### config.mk
export PLATFORM = sky130hd
export DESIGN_NAME = mem_arbiter_flat
export DESIGN_NICKNAME = d
export VERILOG_FILES = /design/src/rtl/mem_arbiter_if.sv /design/src/rtl/mem_arbiter.sv /design/src/flat_wrapper.sv
export SDC_FILE = /design/constraint.sdc
export NUM_CORES = 1
export LEC_CHECK = 0
export CAP_MARGIN = 20
export CORE_AREA = 2 2 335 337
export DETAILED_ROUTE_END_ITERATION = 10
export DIE_AREA = 0 0 337 339
export GPL_ROUTABILITY_DRIVEN = 0
export PLACE_DENSITY = 0.35
export SLEW_MARGIN = 20
export SYNTH_ARGS = -nofsm -noshare
export SYNTH_HDL_FRONTEND = slang
export SYNTH_SLANG_ARGS = --single-unit
### constraint.sdc
create_clock -name clk -period 4.4 [get_ports clk]
set_clock_uncertainty 0.05 [all_clocks]
set_input_delay 0.66 -clock clk [delete_from_list [all_inputs] [get_ports clk]]
set_output_delay 0.66 -clock clk [all_outputs]
set_load 0.01 [all_outputs]
### src/rtl/mem_arbiter_if.sv
// Bundle of the I-cache port, D-cache port and shared memory bus around mem_arbiter.
// The slave modport is the arbiter's view; master is the surrounding caches and memory.
interface mem_arbiter_if #(
  parameter int ADDR_W = 28,
  parameter int DATA_W = 128
);
  logic              i_mem_read;
  logic              i_mem_write;
  logic [ADDR_W-1:0] i_mem_addr;
  logic [DATA_W-1:0] i_mem_wdata;
  logic [DATA_W-1:0] i_mem_rdata;
  logic              i_mem_ready;

  logic              d_mem_read;
  logic              d_mem_write;
  logic [ADDR_W-1:0] d_mem_addr;
  logic [DATA_W-1:0] d_mem_wdata;
  logic [DATA_W-1:0] d_mem_rdata;
  logic              d_mem_ready;

  logic              mem_read;
  logic              mem_write;
  logic [ADDR_W-1:0] mem_addr;
  logic [DATA_W-1:0] mem_wdata;
  logic [DATA_W-1:0] mem_rdata;
  logic              mem_ready;

  modport slave (
    input  i_mem_read, i_mem_write, i_mem_addr, i_mem_wdata,
    output i_mem_rdata, i_mem_ready,
    input  d_mem_read, d_mem_write, d_mem_addr, d_mem_wdata,
    output d_mem_rdata, d_mem_ready,
    output mem_read, mem_write, mem_addr, mem_wdata,
    input  mem_rdata, mem_ready
  );

  modport master (
    output i_mem_read, i_mem_write, i_mem_addr, i_mem_wdata,
    input  i_mem_rdata, i_mem_ready,
    output d_mem_read, d_mem_write, d_mem_addr, d_mem_wdata,
    input  d_mem_rdata, d_mem_ready,
    input  mem_read, mem_write, mem_addr, mem_wdata,
    output mem_rdata, mem_ready
  );
endinterface

### src/rtl/mem_arbiter.sv
// Round-robin arbiter sharing one line-wide memory port between the I-cache (port 0)
// and D-cache (port 1); one transaction at a time through IDLE -> BUSY -> RESP.
module mem_arbiter #(
  parameter int ADDR_W = 28,
  parameter int DATA_W = 128
) (
  input logic         clk,
  input logic         rst_n,
  mem_arbiter_if.slave bus
);

  typedef enum logic [1:0] {
    IDLE = 2'd0,
    BUSY = 2'd1,
    RESP = 2'd2
  } state_t;

  state_t            state;
  logic              last_grant;
  logic              owner;
  logic              op_write;
  logic [ADDR_W-1:0] addr_q;
  logic [DATA_W-1:0] wdata_q;
  logic [DATA_W-1:0] line_q;
  logic              mem_read_q;
  logic              mem_write_q;
  logic              i_ready_q;
  logic              d_ready_q;

  logic              req_i;
  logic              req_d;
  logic              grant_d;
  logic              sel_write;
  logic [ADDR_W-1:0] sel_addr;
  logic [DATA_W-1:0] sel_wdata;

  // On a tie the port that did not win last time is chosen; write beats read.
  always_comb begin
    req_i     = bus.i_mem_read | bus.i_mem_write;
    req_d     = bus.d_mem_read | bus.d_mem_write;
    grant_d   = req_d & (~req_i | ~last_grant);
    sel_write = grant_d ? bus.d_mem_write : bus.i_mem_write;
    sel_addr  = grant_d ? bus.d_mem_addr  : bus.i_mem_addr;
    sel_wdata = grant_d ? bus.d_mem_wdata : bus.i_mem_wdata;
  end

  always_ff @(posedge clk or negedge rst_n) begin
    if (!rst_n) begin
      state       <= IDLE;
      last_grant  <= 1'b0;
      owner       <= 1'b0;
      op_write    <= 1'b0;
      addr_q      <= '0;
      wdata_q     <= '0;
      line_q      <= '0;
      mem_read_q  <= 1'b0;
      mem_write_q <= 1'b0;
      i_ready_q   <= 1'b0;
      d_ready_q   <= 1'b0;
    end else begin
      case (state)
        IDLE: begin
          i_ready_q <= 1'b0;
          d_ready_q <= 1'b0;
          if (req_i | req_d) begin
            owner       <= grant_d;
            last_grant  <= grant_d;
            op_write    <= sel_write;
            addr_q      <= sel_addr;
            wdata_q     <= sel_wdata;
            mem_read_q  <= ~sel_write;
            mem_write_q <= sel_write;
            state       <= BUSY;
          end
        end
        BUSY: begin
          // Writes also capture mem_rdata so the port sees whatever memory returned.
          if (bus.mem_ready) begin
            line_q      <= bus.mem_rdata;
            mem_read_q  <= 1'b0;
            mem_write_q <= 1'b0;
            i_ready_q   <= ~owner;
            d_ready_q   <= owner;
            state       <= RESP;
          end
        end
        RESP: begin
          i_ready_q <= 1'b0;
          d_ready_q <= 1'b0;
          state     <= IDLE;
        end
        default: begin
          mem_read_q  <= 1'b0;
          mem_write_q <= 1'b0;
          i_ready_q   <= 1'b0;
          d_ready_q   <= 1'b0;
          state       <= IDLE;
        end
      endcase
    end
  end

  assign bus.mem_read    = mem_read_q;
  assign bus.mem_write   = mem_write_q;
  assign bus.mem_addr    = (state == BUSY) ? addr_q  : '0;
  assign bus.mem_wdata   = (state == BUSY) ? wdata_q : '0;
  assign bus.i_mem_rdata = line_q;
  assign bus.d_mem_rdata = line_q;
  assign bus.i_mem_ready = i_ready_q;
  assign bus.d_mem_ready = d_ready_q;

  logic unused_op;
  assign unused_op = op_write;

endmodule

### src/flat_wrapper.sv
// flat-port wrapper written by rule: the top's interface ports become plain ports
module mem_arbiter_flat 
#(
  parameter int ADDR_W = 28,
  parameter int DATA_W = 128
)
  (clk, rst_n, bus_i_mem_read, bus_i_mem_write, bus_i_mem_addr, bus_i_mem_wdata, bus_i_mem_rdata, bus_i_mem_ready, bus_d_mem_read, bus_d_mem_write, bus_d_mem_addr, bus_d_mem_wdata, bus_d_mem_rdata, bus_d_mem_ready, bus_mem_read, bus_mem_write, bus_mem_addr, bus_mem_wdata, bus_mem_rdata, bus_mem_ready);
  mem_arbiter_if #(.ADDR_W(ADDR_W), .DATA_W(DATA_W)) bus_i ();
  input logic clk;
  input logic rst_n;
  input wire logic [$bits(bus_i.i_mem_read)-1:0] bus_i_mem_read;
  input wire logic [$bits(bus_i.i_mem_write)-1:0] bus_i_mem_write;
  input wire logic [$bits(bus_i.i_mem_addr)-1:0] bus_i_mem_addr;
  input wire logic [$bits(bus_i.i_mem_wdata)-1:0] bus_i_mem_wdata;
  output wire logic [$bits(bus_i.i_mem_rdata)-1:0] bus_i_mem_rdata;
  output wire logic [$bits(bus_i.i_mem_ready)-1:0] bus_i_mem_ready;
  input wire logic [$bits(bus_i.d_mem_read)-1:0] bus_d_mem_read;
  input wire logic [$bits(bus_i.d_mem_write)-1:0] bus_d_mem_write;
  input wire logic [$bits(bus_i.d_mem_addr)-1:0] bus_d_mem_addr;
  input wire logic [$bits(bus_i.d_mem_wdata)-1:0] bus_d_mem_wdata;
  output wire logic [$bits(bus_i.d_mem_rdata)-1:0] bus_d_mem_rdata;
  output wire logic [$bits(bus_i.d_mem_ready)-1:0] bus_d_mem_ready;
  output wire logic [$bits(bus_i.mem_read)-1:0] bus_mem_read;
  output wire logic [$bits(bus_i.mem_write)-1:0] bus_mem_write;
  output wire logic [$bits(bus_i.mem_addr)-1:0] bus_mem_addr;
  output wire logic [$bits(bus_i.mem_wdata)-1:0] bus_mem_wdata;
  input wire logic [$bits(bus_i.mem_rdata)-1:0] bus_mem_rdata;
  input wire logic [$bits(bus_i.mem_ready)-1:0] bus_mem_ready;
  assign bus_i.i_mem_read = bus_i_mem_read;
  assign bus_i.i_mem_write = bus_i_mem_write;
  assign bus_i.i_mem_addr = bus_i_mem_addr;
  assign bus_i.i_mem_wdata = bus_i_mem_wdata;
  assign bus_i_mem_rdata = bus_i.i_mem_rdata;
  assign bus_i_mem_ready = bus_i.i_mem_ready;
  assign bus_i.d_mem_read = bus_d_mem_read;
  assign bus_i.d_mem_write = bus_d_mem_write;
  assign bus_i.d_mem_addr = bus_d_mem_addr;
  assign bus_i.d_mem_wdata = bus_d_mem_wdata;
  assign bus_d_mem_rdata = bus_i.d_mem_rdata;
  assign bus_d_mem_ready = bus_i.d_mem_ready;
  assign bus_mem_read = bus_i.mem_read;
  assign bus_mem_write = bus_i.mem_write;
  assign bus_mem_addr = bus_i.mem_addr;
  assign bus_mem_wdata = bus_i.mem_wdata;
  assign bus_i.mem_rdata = bus_mem_rdata;
  assign bus_i.mem_ready = bus_mem_ready;
  mem_arbiter #(.ADDR_W(ADDR_W), .DATA_W(DATA_W)) u_core (.clk(clk), .rst_n(rst_n), .bus(bus_i));
endmodule
Word-level counts from Yosys, hierarchy flattened

Index checks and enable logic that the tools add are counted.

Register bits: 291
Bits in latches: 0
RAM bits: 0
Memory bits (read-only): 0
Bits of input ports: 447
Output and inout bits: 416
Memories: 0

$add $sub $neg: 0
Multiply operators: 0
Divide/modulo/power cells: 0
$lt $le $gt $ge: 0
Equality and inequality tests: 4
Shifts and indexed selects: 0
Mux-type cells: 17
Bitwise gates (word level): 9
Reduce and logical (&&, ||, !) cells: 5

Operator list:

| cell                 | number |
|---|---|
| $mux W128            | 2 |
| $mux W28             | 2 |
| $mux W1              | 8 |
| $pmux W1 S3          | 2 |
| $reduce_and A2 Y1    | 3 |
| $mux W2              | 2 |
| $not A1 Y1           | 4 |
| $or A1 B1 Y1         | 4 |
| $pmux W2 S2          | 1 |
| $reduce_and A3 Y1    | 1 |
| $eq A2 B1 Y1 const B | 1 |
| $eq A2 B2 Y1 const B | 1 |
| $logic_not A2 Y1     | 1 |
| $ne A2 B1 Y1 const B | 1 |
| $ne A2 B2 Y1 const B | 1 |
| $and A1 B1 Y1        | 1 |

Logic depth before layout (Yosys ltp)

Word-level depth: 8
Mapped depth: 7
Mapped depth without buffers: 4

Least setup slack after synthesis

Ideal clock, no wire load.

Path kind: reg2out
Start: register u_core.state[0]
End: output bus_mem_wdata[100]
Arrival time: 1280 ps
Data required time: 3690 ps
Slack: 2410 ps
Stages on the path, launching flop included: 5
Cell sequence: dfrtp_1 nor2b_1 clkbuf_1 clkbuf_1 and2_1

Word-level cells in the longest chain between the ends: 2

Ends and longest elaborated chain:

| element                  | RTL line           | RTL |
|---|---|---|
| start: declaration       | mem_arbiter.sv:18  | `state_t state;` |
| start signal: assignment | mem_arbiter.sv:49  | `state <= IDLE;` |
| start signal: assignment | mem_arbiter.sv:73  | `state <= BUSY;` |
| start signal: assignment | mem_arbiter.sv:84  | `state <= RESP;` |
| $eq A2 B1 Y1             | mem_arbiter.sv:106 | `assign bus.mem_wdata = (state == BUSY) ? wdata_q : '0;` |
| $mux W128                | mem_arbiter.sv:106 |  |
| end: declaration         | flat_wrapper.sv:26 | `output wire logic [$bits(bus_i.mem_wdata)-1:0] bus_mem_wdata;` |

No other way between the ends.

Worst setup path after layout

Start: register u_core.state[0]
End: output bus_mem_wdata[28]

Same word-level chain as after synthesis.

==> results_dict.tcl <==
set metrics [dict create \
    synth_ff_type "dfrtp_1" \
    worst-path-max-fanout 38 \
    synthTopCellsByArea "dfrtp_1 (49%), a21oi_2 (12%), mux2_2 (8.0%)" \
    ys_types 27 \
    path_common_cell "buf_12" \
    path_clk_slew_ns 0.06 \
    ys_warn_count 0 \
    multi_input_area_um2 6120 \
    power_density_nw_per_um2 755 \
    core_um2 110000 \
    cts_buffer_depth 3 \
    cts_num_sinks 291 \
    cts_inserted_buffers 42 \
    antenna_found_initial 24 \
    finalHoldViolCount 0 \
    fin_area_um2 25700 \
    yosysMostFrequentCell "dfrtp_1" \
    register_area_um2 7280 \
    htreeDepth 2 \
    drc 0 \
    clock_latency_ns 0.57 \
    report.final.slew_viol_count 0 \
    drive_gt1_share_pct 18.7 \
    cp.arrival_ns 2.83 \
    crit_type "reg -> out" \
    pre_cts_ws_ns 1.17 \
    start_util_pct 13.6 \
    synthTopCellsByCount "dfrtp_1 (291), a21oi_2 (200), nor2_1 (159)" \
    fmax_mhz 282 \
    grt_pass1_vias 14200 \
    rsz0062_at_grt "no" \
    grt_max_degree 157 \
    rows 122 \
    worstPathRequired_ns 3.69 \
    maxCapViolCount 0 \
    crit_path_end_kind "output pin" \
    dpl.hpwl_um 56400 \
    syn_avg_cell_area_um2 10.3 \
    dieArea_um2 114000 \
    synth_fp_nets 1903 \
    status "complete, no violations" \
    drt.antenna.violating_nets 0 \
    area_delta_synth_final_pct 71.2 \
    async_flop_share_pct 100 \
    critical-path-max-stage-delay_ns 0.61 \
    tns_ns 0 \
    layout.nets 2612 \
    syn_area_um2 15000 \
    cts_tree "yes" \
    grt_pass1_wl_um 105000 \
    final_core_util_pct 23.3 \
    syn_inst 1456 \
    path_cells "nor2b_4 > buf_12 > buf_12 > and2_1 > clkdlybuf4s50_1" \
    nFillCells 11900 \
    die_w_um 337 \
    drt_first_pass_iters 4 \
    io_buffers 862 \
    p_leak_uw 0.00969 \
    slew_headroom_pct 22.6 \
    tightest_slew_ns 1.16 \
    vias 13300 \
    cts_resized 0 \
    grtUsageTotal_pct 12.7 \
    ys_seq_area_share_pct 48.5 \
    viasPerCell 3.60 \
    period_share_pct 80.5 \
    post_cts_buffers 0 \
    finalSetupViolCount 0 \
    ctsHoldBuffers 0 \
    startpoint_type "flip-flop" \
    synth_edf_count 0 \
    max-vdd-ir-drop_mv 0.489 \
    hold_class "in -> async" \
    wire_per_inst_um 20.3 \
    slowest_stage "clkdlybuf4s50_1" \
    die-height_um 339 \
    placedInstanceArea_um2 24300 \
    yosys.area.top_type "dfrtp_1" \
    ys_seq_elements 291 \
    grt.overflow.total 0 \
    num_io_pins 863 \
    root_buffer "clkbuf_16" \
    min_period_ns 3.54 \
    finalPower_uw 19400 \
    yosysTopAreaCellShare_pct 48.5 \
    drt-initial-drc-count 405 \
    routed_wl_um 74800 \
    worst_slack_ns 0.860 \
]
## power by group
part	internal [uW]	switching, uW
sequential	4070	1120
clock	2010	1390
combinational	5730	5080
total	11800	7590
## worst paths after layout
check | from | end | slack, ns | depth (start not counted)
setup / recovery | u_core.state[0] | bus_mem_wdata[28] | 0.86 | 5
hold / removal | rst_n | u_core.wdata_q[7] | 0.09 | 1
hold reg to reg | u_core.wdata_q[45] | u_core.wdata_q[45] | 0.45 | 2
min in group clk | u_core.wdata_q[45] | u_core.wdata_q[45] | 0.45 | 2
setup reg to reg | u_core.state[0] | u_core.bus.d_mem_rdata[62] | 1.74 | 4
max in group asynchronous | rst_n | u_core.bus.d_mem_rdata[60] | 3.27 | 2
## cell families (layout without fill, tap and decap cells)
logic type | Yosys count | after routing | synth area share [%]
compound gates | 324 | 324 | 15.9
other cells | 0 | 8 | 0
flops | 291 | 291 | 48.5
simple gates | 481 | 481 | 14.8
mux | 130 | 130 | 9.73
buf+inv | 230 | 968 | 11.0
## layout make-up
class	instances	share of cell area, %
clock buffer	62	4.85
sequential	291	28.3
multi-input combinational	935	23.8
antenna	8	0.0779
tap	1488	7.24
inverter	2	0.0292
timing repair buffer	893	35.3
clock inverter	11	0.375
## sequential cells by signal, summed over array words and instances (netlist names)
signal and count:
u_core.bus.d_mem_rdata 128, u_core.last_grant 1, u_core.wdata_q 128, u_core.state 2, u_core.bus.i_mem_ready 1, u_core.addr_q 28
u_core.bus.mem_read 1, u_core.bus.mem_write 1, u_core.bus.d_mem_ready 1
## critical path, delay by kind of cell, from the launching register on
kind | cells | cell delay [ns]
flops | 1 | 0.47
buf+inv | 3 | 1.12
simple gates | 2 | 0.62
## through the flow
step,hold slack [ns],instances
3_5_place_dp,0.446,3609
3_3_place_gp,0.438,3609
4_1_cts,0.0894,3682
5_1_grt,0.114,3686
6_report,0.0925,3690
2_1_floorplan,0.314,1456
## cell usage in the layout (no fill, tap or decap), types with 8 or more instances in the layout
master / count
clkdlybuf4s50_1: 861
dfrtp_1: 291
a21oi_2: 200
nor2_1: 159
nand2_1: 157
and2_1: 156
a21oi_1: 115
mux2_2: 106
clkbuf_16: 43
mux2_1: 22
buf_12: 17
buf_4: 14
clkbuf_8: 10
clkbuf_1: 9
diode_2: 8
## layer usage
metal | global-route usage, % | share of wire [%]
met1 | 13.3 | 37
met2 | 23.9 | 53
met3 | 4.00 | 7.7
met4 | 3.52 | 2.2
met5 | 0 | 0.12
Power figures use the tool's default switching activity.
